`src/rtl/sargantana_icache_pkg.sv`:
```
// Shared icache types: ifill request/response payloads plus the ifill responder
// state enum and beat geometry.
package sargantana_icache_pkg;

  localparam int unsigned ICACHE_PADDR_W    = 40;
  localparam int unsigned ICACHE_LINE_W     = 512;
  localparam int unsigned ICACHE_WAY_W      = 2;
  localparam int unsigned ICACHE_LINE_OFF_W = 6;

  localparam int unsigned IFILL_BEATS       = 4;
  localparam int unsigned IFILL_BEAT_W      = 128;
  localparam int unsigned IFILL_BEAT_IDX_W  = $clog2(IFILL_BEATS);

  typedef struct packed {
    logic                      valid;
    logic [ICACHE_PADDR_W-1:0] paddr;
    logic [ICACHE_WAY_W-1:0]   way;
  } ifill_req_o_t;

  typedef struct packed {
    logic                      valid;
    logic [ICACHE_PADDR_W-1:0] paddr;
  } ifill_inv_t;

  typedef struct packed {
    logic                        valid;
    logic [ICACHE_LINE_W-1:0]    data;
    logic [IFILL_BEAT_IDX_W-1:0] beat;
    ifill_inv_t                  inv;
  } ifill_resp_i_t;

  typedef enum logic [2:0] {
    IFR_IDLE = 3'd0,
    IFR_INV  = 3'd1,
    IFR_REQ  = 3'd2,
    IFR_DATA = 3'd3,
    IFR_RESP = 3'd4,
    IFR_COOL = 3'd5
  } ifill_responder_state_t;

  // Clear the byte-in-line offset so the memory read starts at the line base.
  function automatic logic [ICACHE_PADDR_W-1:0] ifill_line_align(
    input logic [ICACHE_PADDR_W-1:0] paddr
  );
    return {paddr[ICACHE_PADDR_W-1:ICACHE_LINE_OFF_W], ICACHE_LINE_OFF_W'(0)};
  endfunction

endpackage

```
`src/rtl/sargantana_ifill_line_buffer.sv`:
```
// BEATS x BEAT_W line assembly buffer: per-beat write enable, synchronous clear,
// whole line presented flat with beat 0 in the least significant bits.
module sargantana_ifill_line_buffer #(
  parameter int unsigned BEATS  = 4,
  parameter int unsigned BEAT_W = 128
) (
  input  logic                    i_clk,
  input  logic                    i_rstn,
  input  logic                    i_clr,
  input  logic [BEATS-1:0]        i_we,
  input  logic [BEAT_W-1:0]       i_data,
  output logic [BEATS*BEAT_W-1:0] o_line
);

  logic [BEATS-1:0][BEAT_W-1:0] r_mem;

  always_ff @(posedge i_clk) begin
    if (!i_rstn || i_clr) begin
      r_mem <= '0;
    end else begin
      for (int b = 0; b < BEATS; b++) begin
        if (i_we[b]) begin
          r_mem[b] <= i_data;
        end
      end
    end
  end

  assign o_line = r_mem;

endmodule

```
`src/rtl/sargantana_icache_ifill_responder.sv`:
```
// Memory-side end of the icache ifill interface: turns a line-fill request into a
// beat-oriented memory read, assembles the line, and forwards invalidations.
module sargantana_icache_ifill_responder
  import sargantana_icache_pkg::*;
#(
  parameter int unsigned BEATS   = IFILL_BEATS,
  parameter int unsigned BEAT_W  = IFILL_BEAT_W,
  parameter int unsigned PADDR_W = ICACHE_PADDR_W
) (
  input  logic               clk_i,
  input  logic               rstn_i,
  input  ifill_req_o_t       ifill_req_i,
  output ifill_resp_i_t      ifill_resp_o,
  input  logic               inv_valid_i,
  input  logic [PADDR_W-1:0] inv_paddr_i,
  output logic               inv_ready_o,
  output logic               mem_req_valid_o,
  input  logic               mem_req_ready_i,
  output logic [PADDR_W-1:0] mem_req_addr_o,
  input  logic               mem_rsp_valid_i,
  input  logic [BEAT_W-1:0]  mem_rsp_data_i,
  input  logic               mem_rsp_last_i,
  output logic               busy_o,
  output logic               protocol_err_o
);

  localparam int unsigned CNT_W   = $clog2(BEATS);
  localparam int unsigned LINE_W  = BEATS * BEAT_W;
  localparam int unsigned QUIET_W = $clog2(BEATS) + 1;
  localparam logic [CNT_W-1:0] CNT_MAX = CNT_W'(BEATS - 1);

  ifill_responder_state_t r_state;
  ifill_responder_state_t w_state_nxt;

  logic [PADDR_W-1:0] r_addr;
  logic [CNT_W-1:0]   r_cnt;
  logic [QUIET_W-1:0] r_quiet;
  logic               r_err;

  logic               w_inv_take;
  logic               w_fill_take;
  logic               w_beat_we;
  logic               w_last_err;
  logic               w_nolast_err;
  logic               w_stray_err;
  logic [BEATS-1:0]   w_we_vec;
  logic [LINE_W-1:0]  w_line;
  logic               w_unused_way;

  assign w_unused_way = ^ifill_req_i.way;

  always_ff @(posedge clk_i) begin
    if (!rstn_i) begin
      r_state <= IFR_IDLE;
    end else begin
      r_state <= w_state_nxt;
    end
  end

  // Next state plus the per-cycle strobes that steer the datapath registers.
  always_comb begin
    w_state_nxt  = r_state;
    w_inv_take   = 1'b0;
    w_fill_take  = 1'b0;
    w_beat_we    = 1'b0;
    w_last_err   = 1'b0;
    w_nolast_err = 1'b0;
    case (r_state)
      IFR_IDLE: begin
        if (inv_valid_i) begin
          w_inv_take  = 1'b1;
          w_state_nxt = IFR_INV;
        end else if (ifill_req_i.valid) begin
          w_fill_take = 1'b1;
          w_state_nxt = IFR_REQ;
        end
      end
      IFR_INV: begin
        w_state_nxt = IFR_IDLE;
      end
      IFR_REQ: begin
        if (mem_req_ready_i) begin
          w_state_nxt = IFR_DATA;
        end
      end
      IFR_DATA: begin
        if (mem_rsp_valid_i) begin
          w_beat_we = 1'b1;
          if (mem_rsp_last_i) begin
            w_state_nxt = IFR_RESP;
            w_last_err  = (r_cnt != CNT_MAX);
          end else if (r_cnt == CNT_MAX) begin
            w_state_nxt  = IFR_RESP;
            w_nolast_err = 1'b1;
          end
        end
      end
      IFR_RESP: begin
        w_state_nxt = IFR_COOL;
      end
      IFR_COOL: begin
        w_state_nxt = IFR_IDLE;
      end
      default: begin
        w_state_nxt = IFR_IDLE;
      end
    endcase
  end

  // Beats after a reset may belong to an abandoned read; stay quiet for BEATS cycles.
  assign w_stray_err = mem_rsp_valid_i && (r_state != IFR_DATA) && (r_quiet == '0);
  assign w_we_vec    = w_beat_we ? (BEATS'(1) << r_cnt) : '0;

  always_ff @(posedge clk_i) begin
    if (!rstn_i) begin
      r_addr  <= '0;
      r_cnt   <= '0;
      r_quiet <= QUIET_W'(BEATS);
      r_err   <= 1'b0;
    end else begin
      if (w_inv_take) begin
        r_addr <= inv_paddr_i;
      end else if (w_fill_take) begin
        r_addr <= PADDR_W'(ifill_line_align(ICACHE_PADDR_W'(ifill_req_i.paddr)));
      end

      if (w_fill_take) begin
        r_cnt <= '0;
      end else if (w_beat_we) begin
        r_cnt <= r_cnt + CNT_W'(1);
      end

      if (r_quiet != '0) begin
        r_quiet <= r_quiet - QUIET_W'(1);
      end

      if (w_last_err || w_nolast_err || w_stray_err) begin
        r_err <= 1'b1;
      end
    end
  end

  sargantana_ifill_line_buffer #(
    .BEATS  (BEATS),
    .BEAT_W (BEAT_W)
  ) u_line_buffer (
    .i_clk  (clk_i),
    .i_rstn (rstn_i),
    .i_clr  (w_fill_take),
    .i_we   (w_we_vec),
    .i_data (mem_rsp_data_i),
    .o_line (w_line)
  );

  // Outputs decode the state register and select registered payloads.
  always_comb begin
    ifill_resp_o = '0;
    if (r_state == IFR_INV) begin
      ifill_resp_o.valid     = 1'b1;
      ifill_resp_o.inv.valid = 1'b1;
      ifill_resp_o.inv.paddr = ICACHE_PADDR_W'(r_addr);
    end else if (r_state == IFR_RESP) begin
      ifill_resp_o.valid = 1'b1;
      ifill_resp_o.data  = ICACHE_LINE_W'(w_line);
      ifill_resp_o.beat  = IFILL_BEAT_IDX_W'(BEATS - 1);
    end
  end

  assign inv_ready_o     = (r_state == IFR_IDLE);
  assign busy_o          = (r_state != IFR_IDLE);
  assign mem_req_valid_o = (r_state == IFR_REQ);
  assign mem_req_addr_o  = (r_state == IFR_REQ) ? r_addr : '0;
  assign protocol_err_o  = r_err;

endmodule
```
`config.mk`:
```
export PLATFORM = sky130hd
export DESIGN_NAME = sargantana_icache_ifill_responder
export DESIGN_NICKNAME = d
export VERILOG_FILES = /design/src/rtl/sargantana_icache_pkg.sv /design/src/rtl/sargantana_ifill_line_buffer.sv /design/src/rtl/sargantana_icache_ifill_responder.sv
export SDC_FILE = /design/constraint.sdc
export NUM_CORES = 1
export LEC_CHECK = 0
export BUFFER_PORTS_ARGS = -buffer_cell sky130_fd_sc_hd__buf_2
export CORE_MARGIN = 2
export CORE_UTILIZATION = 25
export CTS_BUF_LIST = sky130_fd_sc_hd__clkbuf_4 sky130_fd_sc_hd__clkbuf_8
export CTS_CLUSTER_DIAMETER = 100
export DETAILED_ROUTE_END_ITERATION = 7
export HOLD_SLACK_MARGIN = 0.03
export MAX_ROUTING_LAYER = met4
export PLACE_DENSITY = 0.5
export SLEW_MARGIN = 20
export SYNTH_ARGS = -nofsm -noshare
export SYNTH_HDL_FRONTEND = slang
export SYNTH_HIERARCHICAL = 1
export SYNTH_SLANG_ARGS = --single-unit
```
`constraint.sdc`:
```
create_clock -name clk_i -period 5.2 [get_ports clk_i]
set_clock_uncertainty 0.05 [all_clocks]
set_input_delay 0.52 -clock clk_i [delete_from_list [all_inputs] [get_ports clk_i]]
set_output_delay 0.52 -clock clk_i [all_outputs]
set_load 0.005 [all_outputs]
```
### Word-level counts from Yosys, hierarchy flattened

Cells that the tools add are included.

* flip-flop bits (word level): 561
* output and inout bits: 600

* add/sub/neg operators: 2
* equal/unequal tests: 11
* shift-type cells: 1
* mux-type cells: 29
* bitwise operators: 1
* reduce and logical (&&, ||, !) cells: 13

Operators with widths (count)
* $mux 515: 1
* $mux 514: 1
* $mux 40: 3
* $mux 41: 1
* $mux 3: 6
* $mux 1: 15
* $pmux 3 s4: 1
* $eq 3x2->1 const B: 2
* $logic_not 3->1: 2
* $ne 3x3->1 const B: 2
* $reduce_bool 3->1: 2
* $mux 4: 1
* $ne 2x2->1 const B: 2
* $reduce_and 4->1: 1
* $shl 1x2->4 const A: 1
* $eq 3x1->1 const B: 1
* $eq 3x3->1 const B: 1
* $logic_or 1x1->1: 3
* $ne 3x2->1 const B: 1
* $sub 3x1->3 const B: 1
* $add 2x1->2 const B: 1
* $eq 2x2->1 const B: 1
* $logic_and 1x1->1: 2
* $ne 2x1->1 const B: 1
* 4 further kinds: 4

### Depth between registers and ports, before layout

* word-level depth: 7
* depth in mapped cells: 8
* mapped depth without buffers: 5

### Hierarchy

Netlist, hierarchy kept.

By module, submodules not included
* sargantana_ifill_line_buffer: times used 1, cells an instance 1650, area an instance 18901.9 µm², seq. area each 10249.8 µm²
* sargantana_icache_ifill_responder: times used 1, cells an instance 950, area an instance 6585.1 µm², seq. area each 980.9 µm²

### Least setup slack after synthesis

Ideal clock, no wire load.

* path kind: in2reg
* start point: input port inv_valid_i
* end point: register u_line_buffer.r_mem, in the netlist u_line_buffer/o_line[354]
* library setup time: 0.118 ns
* arrival: 1.812 ns
* data required time: 5.032 ns
* path slack: 3.220 ns
* stages on the path: 8
* cell sequence: buf_2 or4_1 nor2_1 nand2b_4 buf_6 buf_6 buf_2 nor2_1

* cells in the longest elaborated chain, start to end: 3

Ends and longest elaborated chain
* from (decl): line sargantana_icache_ifill_responder.sv:14 `input logic inv_valid_i,`
* $mux 1: line sargantana_icache_ifill_responder.sv:70 `if (inv_valid_i) begin`
* $mux 1: line sargantana_icache_ifill_responder.sv:68 `case (r_state)`
* named net w_fill_take: line sargantana_icache_ifill_responder.sv:41 `logic w_fill_take;`
* $logic_or 1x1->1: line sargantana_ifill_line_buffer.sv:18 `if (!i_rstn || i_clr) begin`
* to (signal, indexed assignment): line sargantana_ifill_line_buffer.sv:23 `r_mem[b] <= i_data;`
* to (decl): line sargantana_ifill_line_buffer.sv:15 `logic [BEATS-1:0][BEAT_W-1:0] r_mem;`

The timed path passes the listed nets, and every way through them passes these cells.
A chain may end at the register's enable or synchronous reset.

==> impl_summary.txt <==
----------------------------------------------------
[STA]
  Final sum of negative setup slack ... 0 ps
  Fmax achieved ... 0.264 GHz
  Final period utilization ... 72.8%
  Post-route minimum period ... 3780 ps
  Endpoints failing setup ... 0
  Final Max Slew Viols ... 0
  WHS ... 143 ps
  Measured slew at the worst slew-check pin ... 1060 ps
  Setup slack of the critical path after layout ... 1420 ps
  Endpoints failing hold ... 0
  Worst slew margin ... 29.5%
  Setup repair after global routing missed its margin ... no

[Placed design]
  Final estimated routing congestion in global placement ... 0.783
  Input/output buffers ... 808
  DP Wirelength ... 60.9 mm
  Worst slack at placement ... 2120 ps

[GRT]
  Overall track demand over capacity in global routing ... 17.1%
  Number of antenna violations at the first check in global routing ... 5
  First-pass GRT wire length ... 134 mm
  GRT Residual Overflow ... 0
  Pin count of the biggest net entering global routing ... 236
  Via count of the first global-routing pass ... 21,400

[Die]
  Effective utilization at floorplan ... 25.1%
  Floorplan die area ... 0.105 mm^2
  Placeable core area ... 0.101 mm^2
  Die extent in y ... 323 um
  I/O pin count ... 817
  Number of rows created at floorplan ... 117
  Die extent in x ... 323 um

[Clock tree]
  Count of instances resized after the clock tree is built ... 0
  Clock buffer depth ... 3
  Clk sinks ... 561
  Clock edge transition at the registers on the reported setup and hold paths ... 60 ps
  CTS root buf ... clkbuf_8
  TritonCTS clock tree ... built
  H-tree level count ... 3
  Clock buffer count from CTS ... 103
  Clock network latency to the later pin of the worst-skew pair ... 720 ps

[Hold path]
  Class of the tightest hold or removal check ... in -> reg

[Logic synthesis]
  Gate count after technology mapping ... 2,600
  Number of storage elements in the synthesis netlist ... 561
  Synth top area cells ... dfxtp_1 44%, mux2i_1 20%, and3_1 13%
  Count of yosys warnings during synthesis ... 6
  Top cell types by occurrence after synthesis ... 561 x dfxtp_1, 514 x mux2i_1, 512 x and3_1, 457 x nor2_1, 85 x and2_1
  Cell Area, Synth ... 0.0255 mm^2
  Portion of synthesized cell area occupied by the leading cell type ... 44.1%
  Number of synthesized flops with an enable pin ... 0
  Syn Area/Cell ... 9.80 um^2
  Most common cell in the netlist ... dfxtp_1
  Number of unique standard cell types used by synthesis ... 42
  Share of synthesized area occupied by flip-flops and latches ... 44.1%
  Share of flip-flops with an asynchronous set or reset ... 0%
  Leading area contributor after synthesis ... dfxtp_1
  Main flop type after synthesis ... dfxtp_1
  Post-Syn Nets ... 2,823

[Route]
  Average routed wire per standard cell ... 18.8 um
  Vias per std cell ... 4.46
  DRC violation total after the first TritonRoute iteration ... 1,202
  Aggregate routed wire length ... 92.4 mm
  Post-DRT Antenna Nets ... 0
  Detailed-routing iteration count for the pre-antenna-repair pass ... 5
  DR vias ... 21,900
  Detailed-route DRC error count ... 0

[Critical path]
  Sequence of cells on the critical path ... buf_12 > and3_1 > buf_2
  Category of the critical setup timing path ... reg -> out
  Worst endpoint required time ... 4630 ps
  Worst setup EP type ... output port
  Worst EP arrival ... 3210 ps
  Delay of the slowest cell on the worst path ... 770 ps
  Top fanout value on the critical path ... 235
  Critical path startpoint category ... register
  Slowest cell on crit path ... dfxtp_4

[Run]
  Number of max-capacitance violations reported ... 0

[Final layout]
  Multi-input gate area in the final layout ... 0.0122 mm^2
  Area growth syn-to-layout ... 31.4%
  Post-layout utilization of the core ... 33.0%
  Reg area ... 0.0112 mm^2
  Final-layout fill cell count ... 10,900
  Share of layout cells above drive strength 1 ... 31.2%
  Layout net count ... 3,694

[Power and ir drop]
  Maximum VDD drop ... 0.178 mV
  Power per cell area ... 291 mW/mm^2
  Static leakage ... 15.8 nW

[Outcome]
  Run status ... finished clean

----------------------------------------------------
==> report_power, final <==
part           internal, W  total, W  switching (W)
registers          0.00438   0.00445      0.0000657
logic             0.000384   0.00102       0.000635
clock network      0.00234   0.00427        0.00193
total              0.00710   0.00974        0.00264
==> state kept, by name (all words and copies together) (netlist names) <==
register,cells
r_state,3
r_quiet,3
protocol_err_o,1
r_cnt,2
u_line_buffer/o_line,512
r_addr,40
==> cell families after synthesis <==
kind of cell | Yosys count | synth area share (%)
compound gates | 86 | 2.89
xor+xnor | 3 | 0.103
fa+ha+maj | 6 | 0.295
buf+inv | 268 | 8.36
flops | 561 | 44.1
mux | 514 | 20.2
simple gates | 1162 | 24.1
==> area by class of cell <==
class,count,share of cell area (%)
sequential,561,33.5
antenna,6,0.0448
multi-input combinational,1771,36.3
timing repair buffer,1025,18.8
clock inverter,15,0.370
inverter,9,0.101
tap,1368,5.11
clock buffer,156,5.72
==> critical path: cells and delay by family, from the launching register on <==
| family | cells | cell delay [ps] |
|---|---|---|
| DFF | 1 | 770 |
| and+or+nand+nor | 1 | 610 |
| buffers and inverters | 2 | 740 |
==> layout by cell type (no fill, tap or decap), drive strengths merged, types with 5 or more instances in the layout <==
cell / count
and2: 85
clkbuf: 156
clkinv: 8
inv: 13
o221ai: 7
a2bb2oi: 34
dlygate4sd3: 168
a21oi: 5
buf: 857
diode: 6
o311ai: 26
dfxtp: 561
a32o: 6
ha: 6
mux2i: 514
and3: 512
nand2b: 29
nor2: 518
==> metrics by stage <==
step / power (W) / instance area [um^2] / cells
after floorplan: 0.00507 / 25500 / 2600
after global placement: 0.00545 / 29700 / 4565
after detailed placement: 0.00545 / 29700 / 4565
after CTS: 0.00991 / 33500 / 4904
after global routing: 0.0102 / 33500 / 4909
final: 0.00974 / 33500 / 4911
==> path summary, 6_finish.rpt <==
path	cells past startpoint	endpoint	slack, ps	startpoint
hold reg to reg	2	u_line_buffer/o_line[78]$_SDFFE_PP0P_	430	u_line_buffer/o_line[78]$_SDFFE_PP0P_
setup / recovery	3	ifill_resp_o[305]	1420	r_state[2]$_SDFFE_PN0P_
hold / removal	3	r_state[2]$_SDFFE_PN0P_	140	ifill_req_i[42]
setup reg to reg	5	u_line_buffer/o_line[133]$_SDFFE_PP0P_	2340	r_state[2]$_SDFFE_PN0P_
==> timing repair <==
action	CTS	global route
buffers inserted	0	0
hold endpoints to repair	513	0
hold buffers	168	0
==> layer usage <==
| metal | part of all wire, % | global-route usage (%) | up-vias |
|---|---|---|---|
| met5 | 0 | - | - |
| met4 | 3.1 | 6.94 | 0 |
| met3 | 7.2 | 4.77 | 159 |
| met2 | 47 | 27.2 | 653 |
| met1 | 43 | 20.3 | 10400 |
| li1 | - | - | 10700 |
Power figures use the tool's default switching activity.
